`config.mk`:
```
export PLATFORM = sky130hd
export DESIGN_NAME = gc_tx_serializer
export DESIGN_NICKNAME = d
export VERILOG_FILES = /design/src/rtl/gc_tx_serializer.sv
export SDC_FILE = /design/constraint.sdc
export NUM_CORES = 2
export LEC_CHECK = 0
export CELL_PAD_IN_SITES_DETAIL_PLACEMENT = 0
export CELL_PAD_IN_SITES_GLOBAL_PLACEMENT = 1
export CORE_MARGIN = 2
export CORE_UTILIZATION = 50
export DETAILED_ROUTE_END_ITERATION = 7
export PLACE_DENSITY_LB_ADDON = 0.1
export SYNTH_ARGS = -nofsm -noshare
export SYNTH_HDL_FRONTEND = slang
export SYNTH_MEMORY_MAX_BITS = 65536
export SYNTH_SLANG_ARGS = --single-unit
```
`constraint.sdc`:
```
create_clock -name clk -period 33 [get_ports clk]
set_input_delay 4.95 -clock clk [delete_from_list [all_inputs] [get_ports clk]]
set_output_delay 4.95 -clock clk [all_outputs]
set_load 0.005 [all_outputs]
```
`src/rtl/gc_tx_serializer.sv`:
```
// Record FIFO and 64-bit beat serializer between the garbling engine and the host link.
// Records are captured without backpressure; overflowing records are dropped and counted.
module gc_tx_serializer #(
    parameter int unsigned S = 20,
    parameter int unsigned K = 128,
    parameter int unsigned D = 16
) (
    input  logic         clk,
    input  logic         rst,
    input  logic [2:0]   tag,
    input  logic [S-1:0] index0,
    input  logic [S-1:0] index1,
    input  logic [K-1:0] data0,
    input  logic [K-1:0] data1,
    output logic [63:0]  out_data,
    output logic         out_valid,
    input  logic         out_ready,
    output logic         out_last,
    output logic         overflow,
    output logic [15:0]  drop_cnt
);

    localparam int unsigned Beats = K / 64;
    localparam int unsigned BcW   = (Beats > 1) ? $clog2(Beats) : 1;
    localparam int unsigned PtrW  = (D > 1) ? $clog2(D) : 1;
    localparam int unsigned CntW  = PtrW + 1;
    localparam int unsigned EntW  = 3 + 2 * S + 2 * K;

    typedef enum logic [1:0] {StIdle, StHdr, StD0, StD1} state_e;

    state_e          state_q, state_d;
    logic [BcW-1:0]  bc_q, bc_d;
    logic            out_valid_q, out_valid_d;
    logic [PtrW-1:0] wr_ptr_q, wr_ptr_d;
    logic [PtrW-1:0] rd_ptr_q, rd_ptr_d;
    logic [CntW-1:0] cnt_q, cnt_d;
    logic [2:0]      prev_tag_q, prev_tag_d;
    logic            overflow_q, overflow_d;
    logic [15:0]     drop_cnt_q, drop_cnt_d;
    logic [EntW-1:0] mem_q [D];

    logic            offered, full, wr_en, drop, hs, pop, two_part, last_bc;
    logic [EntW-1:0] head;
    logic [2:0]      h_tag;
    logic [S-1:0]    h_idx0, h_idx1;
    logic [K-1:0]    h_data0, h_data1;
    logic [BcW+5:0]  off;
    logic [63:0]     hdr;

    assign head    = mem_q[rd_ptr_q];
    assign h_tag   = head[EntW-1 -: 3];
    assign h_idx0  = head[2*K+2*S-1 -: S];
    assign h_idx1  = head[2*K+S-1 -: S];
    assign h_data0 = head[2*K-1 -: K];
    assign h_data1 = head[K-1:0];

    assign two_part = h_tag inside {3'b001, 3'b010, 3'b011, 3'b111};
    assign last_bc  = (bc_q == BcW'(Beats - 1));
    assign off      = {bc_q, 6'd0};

    // A held mask tag is a repeat of the same record; only its first cycle counts.
    assign offered = (tag != 3'b000) && !((tag == 3'b011) && (prev_tag_q == 3'b011));
    assign full    = (cnt_q == CntW'(D));
    assign wr_en   = offered && !full;
    assign drop    = offered && full;
    assign hs      = out_valid_q && out_ready;

    always_comb begin
        hdr        = '0;
        hdr[63:61] = h_tag;
        hdr[60:56] = two_part ? 5'(2 * Beats) : 5'(Beats);
        hdr[2*S-1:S] = h_idx1;
        hdr[S-1:0]   = h_idx0;
    end

    always_comb begin
        out_data = '0;
        case (state_q)
            StHdr:   out_data = hdr;
            StD0:    out_data = h_data0[off +: 64];
            StD1:    out_data = h_data1[off +: 64];
            default: out_data = '0;
        endcase
    end

    assign out_last  = last_bc && ((state_q == StD1) || ((state_q == StD0) && !two_part));
    assign out_valid = out_valid_q;
    assign overflow  = overflow_q;
    assign drop_cnt  = drop_cnt_q;

    always_comb begin
        state_d = state_q;
        bc_d    = bc_q;
        pop     = 1'b0;
        case (state_q)
            StIdle: if (cnt_q != '0) state_d = StHdr;
            StHdr: begin
                if (hs) begin
                    bc_d    = '0;
                    state_d = (h_tag == 3'b110) ? StD1 : StD0;
                end
            end
            StD0: begin
                if (hs) begin
                    if (!last_bc) begin
                        bc_d = bc_q + BcW'(1);
                    end else if (two_part) begin
                        bc_d    = '0;
                        state_d = StD1;
                    end else begin
                        pop = 1'b1;
                    end
                end
            end
            StD1: begin
                if (hs) begin
                    if (!last_bc) bc_d = bc_q + BcW'(1);
                    else          pop  = 1'b1;
                end
            end
            default: state_d = StIdle;
        endcase
        // A same-cycle write counts as a remaining record, so records chain back to back.
        if (pop) begin
            bc_d    = '0;
            state_d = ((cnt_q > CntW'(1)) || wr_en) ? StHdr : StIdle;
        end
        out_valid_d = (state_d != StIdle);
    end

    always_comb begin
        wr_ptr_d   = wr_en ? wr_ptr_q + PtrW'(1) : wr_ptr_q;
        rd_ptr_d   = pop ? rd_ptr_q + PtrW'(1) : rd_ptr_q;
        cnt_d      = cnt_q + CntW'(wr_en) - CntW'(pop);
        prev_tag_d = tag;
        overflow_d = overflow_q | drop;
        drop_cnt_d = (drop && (drop_cnt_q != 16'hFFFF)) ? drop_cnt_q + 16'd1 : drop_cnt_q;
    end

    always_ff @(posedge clk or negedge rst) begin
        if (!rst) begin
            state_q     <= StIdle;
            bc_q        <= '0;
            out_valid_q <= 1'b0;
            wr_ptr_q    <= '0;
            rd_ptr_q    <= '0;
            cnt_q       <= '0;
            prev_tag_q  <= 3'b000;
            overflow_q  <= 1'b0;
            drop_cnt_q  <= '0;
        end else begin
            state_q     <= state_d;
            bc_q        <= bc_d;
            out_valid_q <= out_valid_d;
            wr_ptr_q    <= wr_ptr_d;
            rd_ptr_q    <= rd_ptr_d;
            cnt_q       <= cnt_d;
            prev_tag_q  <= prev_tag_d;
            overflow_q  <= overflow_d;
            drop_cnt_q  <= drop_cnt_d;
        end
    end

    always_ff @(posedge clk) begin
        if (wr_en) mem_q[wr_ptr_q] <= {tag, index0, index1, data0, data1};
    end

endmodule

```
==> flow_summary.json <==
{
  "synth_adder_area_share_pct": 0.1191,
  "cts_setup_buffers": 0,
  "synth_edf_count": 4784,
  "critPathSlowestCell": "buf_4",
  "synth_cell_type_count": 56,
  "p_leak_nw": 65.47,
  "rr_endpoint": "mem_q[11][229]",
  "area_growth_syn_to_layout_pct": 13.94,
  "finalHoldViolCount": 0,
  "placed_cell_area_um2": 193300,
  "pre_cts_slack_ps": 20470,
  "die_w_um": 610.3,
  "wl_per_cell_um": 36.41,
  "worstMarginPinSlew_ps": 1248,
  "start_util_pct": 50.24,
  "port_buffers": 384,
  "utilization_pct": 57.24,
  "first_pass_iters": 5,
  "synth.avg_cell_area_um2": 24.34,
  "netlist_instances": 7550,
  "gr-total-overflow": 0,
  "dp_hpwl_um": 265200,
  "synth_compound_area_share_pct": 1.600,
  "stdcell_area_um2": 209400,
  "synth.most_common_cell": "edfxtp_1",
  "row_count": 222,
  "yosys-top-cells-area": "edfxtp_1 78%, mux4_2 16%, mux2i_1 1.5%",
  "grt_pass1_wl_um": 688100,
  "synth_top_area_cell": "edfxtp_1",
  "place_congestion": 0.7447,
  "cts_tree": "done",
  "path_cells": "buf_12, buf_4, buf_4, buf_4, buf_4, mux4_2, mux4_2, a22o_1, a21oi_1, o21ai_1, clkdlybuf4s50_1",
  "syn_nets": 7868,
  "ant_nets": 0,
  "fp.coreArea_um2": 365800,
  "worstSkewPairLatency_ps": 1010,
  "synth_top_flop_cell": "edfxtp_1",
  "rsz0062_at_grt": "no",
  "cts_max_path_buffers": 4,
  "clkTransAtPathRegs_ps": 60,
  "power_density_nw_per_um2": 93.48,
  "path_common_cell": "buf_4",
  "ff2ff_setup_slack_ps": 27030,
  "htree_levels": 6,
  "dr.first_iter.drc_count": 9743,
  "grt_usage_pct": 26.43,
  "final_max_slew_viol_count": 0,
  "synth_common_cells": "4784 x edfxtp_1, 1308 x mux4_2, 277 x mux2i_1",
  "dp_cells": 12560,
  "via_per_inst": 6.394,
  "post-synth-top-area-fraction_pct": 78.16,
  "crit_path_end": "out_data[20]",
  "ys_ff_latch": 4821,
  "critical-path-max-stage-delay_ps": 910,
  "hold_class": "reg2reg",
  "synth_mux_area_share_pct": 17.57,
  "final_nets": 8588,
  "crit_path_max_fanout": 80,
  "finalSetupViolCount": 0,
  "cts.repair.resized": 0,
  "wl_um": 491500,
  "fin_setup_tns_ps": 0,
  "max_freq_ghz": 0.07522,
  "start_kind": "register",
  "cts_hold_buf": 0,
  "first_global_vias": 87880,
  "cts_num_sinks": 4821,
  "drive_above_1_share_pct": 25.71,
  "synth_xor_area_share_pct": 0.1144,
  "antenna_found_initial": 150,
  "cap_violations": 0,
  "root_buffer": "clkbuf_16",
  "num_vias": 86310,
  "finalPower_mw": 19.58,
  "skew_ps": 38.68,
  "critPathKind": "reg2out",
  "status": "finished clean",
  "r2r-start": "cnt_q[2]",
  "reg2regPathDepth": 10,
  "synth_area_um2": 183800,
  "crit_start": "rd_ptr_q[0]",
  "worstPathArrival_ps": 8340,
  "slew_headroom_pct": 16.29,
  "cp.required_ps": 28050,
  "die_area_um2": 372400,
  "synth_simple_gate_area_share_pct": 0.6243,
  "ys_seq_area_share_pct": 78.67,
  "endpoint_kind": "output pin",
  "whs_ps": 466.2,
  "post-route-period-util_pct": 40.29,
  "final.setup.worst_slack_ps": 19710,
  "fin_cells": 13500,
  "grt_max_degree": 120,
  "numCtsBuffers": 525,
  "io_pins": 385,
  "die_h_um": 610.3,
  "synth_top_family_by_area": "multiplexers",
  "synth-async-reset-ratio_pct": 0.7675,
  "fin_crit_ps": 13290,
  "vdd_drop_max_mv": 0.09136,
  "drc": 0,
  "synth_warnings": 0
}
[state kept, by name (all words and copies together) (netlist names)]
name        cells
mem_q        4784
drop_cnt       16
wr_ptr_q        4
bc_q            1
out_valid       1
state_q         2
cnt_q           5
prev_tag_q      3
overflow        1
rd_ptr_q        4
[power by group]
part | internal, mW | leakage [nW] | switching (mW)
Clock | 3.23 | 7.80 | 2.30
Sequential | 7.80 | 43.8 | 0.216
Combinational | 2.46 | 13.8 | 3.57
[final cells by class]
class / instances / area, um2
Multi-Input combinational cell: 2306 / 36930
Clock buffer: 677 / 14180
Fill cell: 26370 / 156400
Sequential cell: 4821 / 144600
Timing Repair Buffer: 598 / 5683
Tap cell: 4816 / 6026
Inverter: 18 / 85.08
Clock inverter: 230 / 1829
Antenna cell: 33 / 82.58
[cells in the final DEF, fill, tap and decap left out, drive strengths merged, types with 37 or more instances in the layout]
cell type / instances
clkinv: 183
nand2: 89
a21oi: 89
nor3: 37
buf: 215
o22ai: 60
dfrtp: 37
edfxtp: 4784
o21ai: 78
mux2i: 277
mux4: 1308
o221ai: 112
clkdlybuf4s50: 383
nor2: 41
clkbuf: 677
[critical path, delay by kind of cell (launching register included)]
family                 cells  cell delay (ps)
AOI/OAI and AO/OA          3              810
muxes                      2             1100
buffers and inverters      6             4230
DFF                        1              800
[logic make-up after synthesis]
kind of cell    Yosys count
flops                  4821
mux                    1590
compound gates          431
buf+inv                 423
simple gates            244
xor+xnor                 24
fa+ha+maj                17
[metal layers]
layer	GRT usage, %	wire length, um
met1	37.67	200700
met2	43.55	244700
met3	3.671	33710
met4	6.666	12180
met5	0	292
[how the worst min path moves through the flow]
stage	from	end	cells after the start
2_1_floorplan	overflow	overflow	1
3_3_place_gp	overflow	overflow	1
3_5_place_dp	overflow	overflow	1
4_1_cts	overflow	overflow	1
5_1_grt	overflow	overflow	1
6_report	overflow	overflow	1
(Power assumes the default switching activity.)
